**src/rtl/vram_arbiter.sv**
```systemverilog
// ---------------------------------------------------------------------------
// vram_arbiter
//
// Shares one single-port 320x240x8 frame RAM between three requesters: the
// VGA scanout reader, the zoom engine and the host load/store port. Requests
// are serialised through a three-state sequencer (IDLE -> ISSUE -> WAIT_RD),
// and read data comes back with a fixed, cycle-exact latency.
//
// Every output is registered. A request sampled at the edge that ends an
// IDLE cycle shows up as gnt/mem_*/addr_err in the very next cycle.
//
// Ports
//   i_clock                      single clock, rising edge
//   i_reset_n                    asynchronous active-low reset
//   i_vga_req / i_vga_addr       scanout read request (read-only requester)
//   o_vga_gnt / o_vga_rvalid     1-cycle issue pulse / 1-cycle data pulse
//   i_eng_req / i_eng_wr         engine request, wr=1 means write
//   i_eng_addr / i_eng_wdata     engine address and write data
//   o_eng_gnt / o_eng_rvalid     as for vga
//   i_host_req / i_host_wr       host request, wr=1 means write
//   i_host_addr / i_host_wdata   host address and write data
//   o_host_gnt / o_host_rvalid   as for vga
//   o_rdata                      shared read-return data, held until next read
//   o_addr_err                   1-cycle pulse: issued address > MAX_ADDR
//   o_busy                       high whenever the sequencer is not in IDLE
//   o_mem_addr / o_mem_wdata     RAM address and write data
//   o_mem_wren                   RAM write enable
//   i_mem_rdata                  RAM read data, RD_LATENCY cycles after issue
// ---------------------------------------------------------------------------
module vram_arbiter #(
  parameter int ADDR_W     = 17,
  parameter int DATA_W     = 8,
  parameter int RD_LATENCY = 2,      // legal range 1..3
  parameter int MAX_ADDR   = 76799
) (
  input  logic              i_clock,
  input  logic              i_reset_n,

  input  logic              i_vga_req,
  input  logic [ADDR_W-1:0] i_vga_addr,
  output logic              o_vga_gnt,
  output logic              o_vga_rvalid,

  input  logic              i_eng_req,
  input  logic              i_eng_wr,
  input  logic [ADDR_W-1:0] i_eng_addr,
  input  logic [DATA_W-1:0] i_eng_wdata,
  output logic              o_eng_gnt,
  output logic              o_eng_rvalid,

  input  logic              i_host_req,
  input  logic              i_host_wr,
  input  logic [ADDR_W-1:0] i_host_addr,
  input  logic [DATA_W-1:0] i_host_wdata,
  output logic              o_host_gnt,
  output logic              o_host_rvalid,

  output logic [DATA_W-1:0] o_rdata,
  output logic              o_addr_err,
  output logic              o_busy,

  output logic [ADDR_W-1:0] o_mem_addr,
  output logic [DATA_W-1:0] o_mem_wdata,
  output logic              o_mem_wren,
  input  logic [DATA_W-1:0] i_mem_rdata
);

  typedef enum logic [1:0] {
    ST_IDLE    = 2'd0,
    ST_ISSUE   = 2'd1,
    ST_WAIT_RD = 2'd2
  } state_t;

  typedef enum logic [1:0] {
    OWN_VGA  = 2'd0,
    OWN_ENG  = 2'd1,
    OWN_HOST = 2'd2
  } owner_t;

  localparam logic [ADDR_W-1:0] LP_MAX_ADDR = ADDR_W'(MAX_ADDR);

  // The WAIT_RD counter starts at RD_LATENCY-1 and captures at zero, which
  // puts the capture edge at the end of cycle issue+RD_LATENCY.
  localparam logic [1:0] LP_CNT_INIT = 2'(RD_LATENCY - 1);

  // Sequencer state and bookkeeping for the transaction in flight
  state_t              r_state;
  owner_t              r_owner;
  logic                r_is_wr;
  logic                r_oob;
  logic [1:0]          r_cnt;

  // Round-robin pointer between engine and host: 1 = engine wins a tie
  logic                r_rr_eng;

  // Registered outputs
  logic                r_vga_gnt;
  logic                r_eng_gnt;
  logic                r_host_gnt;
  logic                r_vga_rvalid;
  logic                r_eng_rvalid;
  logic                r_host_rvalid;
  logic [DATA_W-1:0]   r_rdata;
  logic                r_addr_err;
  logic                r_busy;
  logic [ADDR_W-1:0]   r_mem_addr;
  logic [DATA_W-1:0]   r_mem_wdata;
  logic                r_mem_wren;

  // Arbitration results for the current cycle
  logic                w_pick_vga;
  logic                w_pick_eng;
  logic                w_pick_host;
  logic                w_any_req;
  owner_t              w_sel_owner;
  logic                w_sel_wr;
  logic [ADDR_W-1:0]   w_sel_addr;
  logic [DATA_W-1:0]   w_sel_wdata;
  logic                w_sel_oob;

  // Fixed priority for scanout, round robin between engine and host. The
  // pointer only matters when both of them are asking in the same cycle.
  assign w_pick_vga  = i_vga_req;
  assign w_pick_eng  = !i_vga_req && i_eng_req  && (!i_host_req || r_rr_eng);
  assign w_pick_host = !i_vga_req && i_host_req && (!i_eng_req  || !r_rr_eng);
  assign w_any_req   = i_vga_req || i_eng_req || i_host_req;

  // Route the winner's op, address and data onto one set of wires. The
  // scanout port can only read, so it contributes no write data.
  always_comb begin
    w_sel_owner = OWN_VGA;
    w_sel_wr    = 1'b0;
    w_sel_addr  = '0;
    w_sel_wdata = '0;
    if (w_pick_vga) begin
      w_sel_owner = OWN_VGA;
      w_sel_addr  = i_vga_addr;
    end else if (w_pick_eng) begin
      w_sel_owner = OWN_ENG;
      w_sel_wr    = i_eng_wr;
      w_sel_addr  = i_eng_addr;
      w_sel_wdata = i_eng_wdata;
    end else if (w_pick_host) begin
      w_sel_owner = OWN_HOST;
      w_sel_wr    = i_host_wr;
      w_sel_addr  = i_host_addr;
      w_sel_wdata = i_host_wdata;
    end
  end

  assign w_sel_oob = (w_sel_addr > LP_MAX_ADDR);

  // Sequencer with registered outputs. Grants, strobes and the RAM address
  // are loaded on the edge that leaves IDLE so they are valid throughout
  // the ISSUE cycle; rvalid is loaded on the edge that leaves WAIT_RD so it
  // coincides with the first IDLE cycle. An out-of-range access is still
  // granted, but the RAM sees address 0 with no write strobe, and a read of
  // it returns 0 instead of whatever the RAM produces.
  always_ff @(posedge i_clock or negedge i_reset_n) begin
    if (!i_reset_n) begin
      r_state       <= ST_IDLE;
      r_owner       <= OWN_VGA;
      r_is_wr       <= 1'b0;
      r_oob         <= 1'b0;
      r_cnt         <= '0;
      r_rr_eng      <= 1'b1;
      r_vga_gnt     <= 1'b0;
      r_eng_gnt     <= 1'b0;
      r_host_gnt    <= 1'b0;
      r_vga_rvalid  <= 1'b0;
      r_eng_rvalid  <= 1'b0;
      r_host_rvalid <= 1'b0;
      r_rdata       <= '0;
      r_addr_err    <= 1'b0;
      r_busy        <= 1'b0;
      r_mem_addr    <= '0;
      r_mem_wdata   <= '0;
      r_mem_wren    <= 1'b0;
    end else begin
      r_vga_rvalid  <= 1'b0;
      r_eng_rvalid  <= 1'b0;
      r_host_rvalid <= 1'b0;

      case (r_state)
        ST_IDLE: begin
          if (w_any_req) begin
            r_state     <= ST_ISSUE;
            r_busy      <= 1'b1;
            r_owner     <= w_sel_owner;
            r_is_wr     <= w_sel_wr;
            r_oob       <= w_sel_oob;
            r_vga_gnt   <= w_pick_vga;
            r_eng_gnt   <= w_pick_eng;
            r_host_gnt  <= w_pick_host;
            r_mem_addr  <= w_sel_oob ? '0 : w_sel_addr;
            r_mem_wdata <= w_sel_wdata;
            r_mem_wren  <= w_sel_wr && !w_sel_oob;
            r_addr_err  <= w_sel_oob;
            // Scanout grants leave the engine/host fairness untouched.
            if (!w_pick_vga) begin
              r_rr_eng <= !r_rr_eng;
            end
          end
        end

        ST_ISSUE: begin
          r_vga_gnt  <= 1'b0;
          r_eng_gnt  <= 1'b0;
          r_host_gnt <= 1'b0;
          r_mem_wren <= 1'b0;
          r_addr_err <= 1'b0;
          if (r_is_wr) begin
            r_state <= ST_IDLE;
            r_busy  <= 1'b0;
          end else begin
            r_state <= ST_WAIT_RD;
            r_cnt   <= LP_CNT_INIT;
          end
        end

        ST_WAIT_RD: begin
          if (r_cnt == 2'd0) begin
            r_state       <= ST_IDLE;
            r_busy        <= 1'b0;
            r_rdata       <= r_oob ? '0 : i_mem_rdata;
            r_vga_rvalid  <= (r_owner == OWN_VGA);
            r_eng_rvalid  <= (r_owner == OWN_ENG);
            r_host_rvalid <= (r_owner == OWN_HOST);
          end else begin
            r_cnt <= r_cnt - 2'd1;
          end
        end

        default: begin
          r_state <= ST_IDLE;
          r_busy  <= 1'b0;
        end
      endcase
    end
  end

  assign o_vga_gnt     = r_vga_gnt;
  assign o_eng_gnt     = r_eng_gnt;
  assign o_host_gnt    = r_host_gnt;
  assign o_vga_rvalid  = r_vga_rvalid;
  assign o_eng_rvalid  = r_eng_rvalid;
  assign o_host_rvalid = r_host_rvalid;
  assign o_rdata       = r_rdata;
  assign o_addr_err    = r_addr_err;
  assign o_busy        = r_busy;
  assign o_mem_addr    = r_mem_addr;
  assign o_mem_wdata   = r_mem_wdata;
  assign o_mem_wren    = r_mem_wren;

endmodule
```
**config.mk**
```make
export PLATFORM = sky130hd
export DESIGN_NAME = vram_arbiter
export DESIGN_NICKNAME = d
export VERILOG_FILES = /design/src/rtl/vram_arbiter.sv
export SDC_FILE = /design/constraint.sdc
export NUM_CORES = 1
export LEC_CHECK = 0
export ABC_AREA = 1
export CORE_ASPECT_RATIO = 1.75
export CORE_MARGIN = 4
export CORE_UTILIZATION = 39
export CTS_BUF_LIST = sky130_fd_sc_hd__clkbuf_4
export DETAILED_ROUTE_END_ITERATION = 8
export GPL_TIMING_DRIVEN = 0
export PLACE_DENSITY_LB_ADDON = 0.15
export SLEW_MARGIN = 5
export SYNTH_ARGS = -nofsm -noshare
export SYNTH_HDL_FRONTEND = slang
export SYNTH_SLANG_ARGS = --single-unit
export TNS_END_PERCENT = 20
```
**constraint.sdc**
```tcl
create_clock -name i_clock -period 1.3 [get_ports i_clock]
set_input_delay 0.26 -clock i_clock [delete_from_list [all_inputs] [get_ports i_clock]]
set_output_delay 0.26 -clock i_clock [all_outputs]
set_load 0.02 [all_outputs]
```
==> impl_metrics.toml <==
[min_path]
hold_path_end = "r_rr_eng$_DFFE_PN1P_"
min_from = "i_host_req"
hold_depth = 4
hold_class = "in2reg"

[outcome]
status = "finished, violations left"
violations = "negative setup slack"

[power]
leakage_uw = 0.00216
ir_drop_v = 0.000862
p_per_area_nw_per_um2 = 1820

[run]
cap_violations = 0

[critical_path]
crit_fanout = 7
crit_type = "reg2reg"
crit_path_end_kind = "flip-flop"
crit_required_ns = 1.59
critPathArrivalTime_ns = 1.85
r2r_start = "r_rr_eng$_DFFE_PN1P_"
worstRegToRegCells = 10
r2r_end = "o_mem_addr[13]$_DFFE_PN0P_"
r2r_setup_slack_ns = -0.27
start_kind = "flip-flop"
startpoint = "r_rr_eng$_DFFE_PN1P_"

[placement]
port_buffers = 122
hpwl_um = 5980
placed_area_um2 = 4020
gp_congestion = 0.793

[floorplanning]
floorplan.initialDensity_pct = 40.5
dieHeight_um = 117
die-area_um2 = 8280
core_um2 = 6590
row_count = 39
ios = 124
die_w_um = 70.5

[grt]
grt_pass1_vias = 2880
antenna_found_initial = 0
grt_usage_pct = 19.5
grt_pass1_wl_um = 13200
grt_overflow = 0
grt_max_degree = 29

[clock_tree]
cts_max_path_buffers = 2
root_buffer = "clkbuf_4"
cts.clk_slew.worst_paths_ns = 0.15
insertion_delay_ns = 0.38
cts.sinks = 51
htree_levels = 2
cts_made_buffers = 5
tritoncts = "yes"

[routing]
drc_errors = 0
final_antenna_net_count = 0
post_drt_via_cell_ratio = 4.84
wirelength_um = 7980
first_pass_iters = 5
vias = 2713
drtIter0Drc = 110
wire_per_inst_um = 14.2

[synth]
synth_top_cell_area_share_pct = 46.9
synth-simple-area-share_pct = 37.0
synthAdderAreaFrac_pct = 0.469
ys_types = 30
synthXorXnorAreaFrac_pct = 0.328
synth_compound_area_share_pct = 6.90
synth_top_family_by_area = "simple AND/OR/NAND/NOR gates"
ys_seq_elements = 51
ys_top_cells_by_area = "dfrtp_1 47%, nand2_1 21%, nand3b_1 4.5%"
synth.avg_cell_area_um2 = 7.94
synth_mux_area_share_pct = 0
syn-num-nets = 419
yosys.area.top_type = "dfrtp_1"
seq_area_frac_synth_pct = 47.9
synth_cells = 336
syn_area_um2 = 2670
yosys_warnings = 0

[sta]
hold_violations = 0
setup-violations-final = 31
timing.hold.ws_ns = 0.293
max_slew.worst_pin.slew_ns = 0.591
slew_headroom_pct = 60.6
maxSlewViolCount = 0
grt_setup_unrepaired = "true"
finalCritPeriodShare_pct = 120
fin_ws_ns = -0.265
fmax_mhz = 639
fin_skew_ns = 0.0162
period_needed_ns = 1.57

[finish]
most-common-layout-cells = "147 x nand2_1, 77 x clkdlybuf4s50_1, 50 x dfrtp_1"
stdcell_area_um2 = 4170
regArea_um2 = 1280
area_growth_pct = 56.5
fillers = 637
final_common_cell = "nand2_1"
multi_input_area_um2 = 1320
fin_nets = 561
diodes = 0
drive_above_1_share_pct = 25.5
==> timing repair <==
| item | 4_1_cts | 5_1_grt |
|---|---|---|
| setup buffers | 7 | 2 |
| gates cloned | 2 | 0 |
| pin swaps | 11 | 13 |
| endpoints found under the hold margin | 22 | 0 |
| resized for setup | 194 | 30 |
| hold buffers | 1 | 0 |
| endpoints found under the setup margin | 86 | 58 |
==> cells in the mapped netlist, drive strengths merged <==
library cell,count
inv,21
nand4,5
a21oi,1
dfstp,1
a22o,7
ha,1
nand2,159
o21ai,18
o22ai,1
clkbuf,2
a31oi,1
dfrtp,50
nand3b,16
nor2,12
nor3,4
nand3,20
buf,14
xor2,1
a21o,2
==> stage by stage <==
step | setup TNS (ns) | instances | util (%) | power, uW | setup slack, ns
after global placement | -96.84 | 540 | 60.8 | 6640 | -1.51
final | -5.45 | 561 | 63.3 | 7600 | -0.265
after CTS | -4.66 | 559 | 63.6 | 7650 | -0.236
after detailed placement | -21.02 | 541 | 61.0 | 6750 | -0.597
after global routing | -7.82 | 561 | 63.3 | 8160 | -0.351
after floorplan | -1.19 | 336 | - | 4850 | -0.0986
==> where the power goes <==
part           total (uW)  switching, uW  internal (uW)
Combinational        3850           2380           1460
Sequential           2640            378           2260
Clock                1120            520            598
Total                7600           3280           4320
==> kinds of logic after synthesis <==
family / Yosys count
DFF: 51
xor gates and xnor gates: 1
adders and majority gates: 1
and+or+nand+nor: 216
buffers and inverters: 37
AOI/OAI and AO/OA: 30
==> how the worst max path moves through the flow <==
| stage | endpoint | slack (ns) |
|---|---|---|
| 2_1_floorplan | o_mem_addr[10]$_DFFE_PN0P_ | -0.1 |
| 3_3_place_gp | o_mem_addr[9]$_DFFE_PN0P_ | -1.51 |
| 3_5_place_dp | o_mem_addr[9]$_DFFE_PN0P_ | -0.60 |
| 4_1_cts | o_mem_addr[5]$_DFFE_PN0P_ | -0.24 |
| 5_1_grt | o_mem_addr[2]$_DFFE_PN0P_ | -0.35 |
| 6_report | o_mem_addr[13]$_DFFE_PN0P_ | -0.27 |
==> area by class of cell <==
cell class,instances,share of cell area [%]
Tap cell,82,2.46
Clock buffer,5,0.900
Multi-Input combinational cell,248,31.5
Buffer,16,3.60
Sequential cell,51,30.6
Clock inverter,3,1.62
Timing Repair Buffer,135,27.3
Inverter,21,1.95
==> sequential cells by signal, indices dropped and copies added (netlist names) <==
name           count
r_is_wr            1
o_eng_rvalid       1
o_mem_addr        17
o_busy             1
o_host_gnt         1
o_addr_err         1
o_rdata            8
o_vga_gnt          1
o_eng_gnt          1
r_rr_eng           1
r_cnt              2
o_vga_rvalid       1
o_mem_wdata        8
r_owner            2
o_host_rvalid      1
o_mem_wren         1
r_oob              1
r_state            2
==> worst max-delay path, cell delays in order (launching register included) <==
cell and delay [ns]:
dfstp_2 0.61, inv_2 0.06, nand2_4 0.11, nand3_1 0.11
nand3_2 0.11, nand2_2 0.06, inv_2 0.06, nand2_4 0.08
buf_4 0.15, nand3b_1 0.08, nand2_1 0.05
==> routing by layer <==
layer | part of all wire [%] | track usage (%) | up-vias
met3 | 6.0 | 3.94 | 13
met4 | 1.8 | 6.35 | 0
met5 | 0 | 0 | -
li1 | - | - | 1355
met2 | 55 | 37.3 | 91
met1 | 37 | 20.6 | 1254
Note: power is estimated with default switching activity, not from simulation.
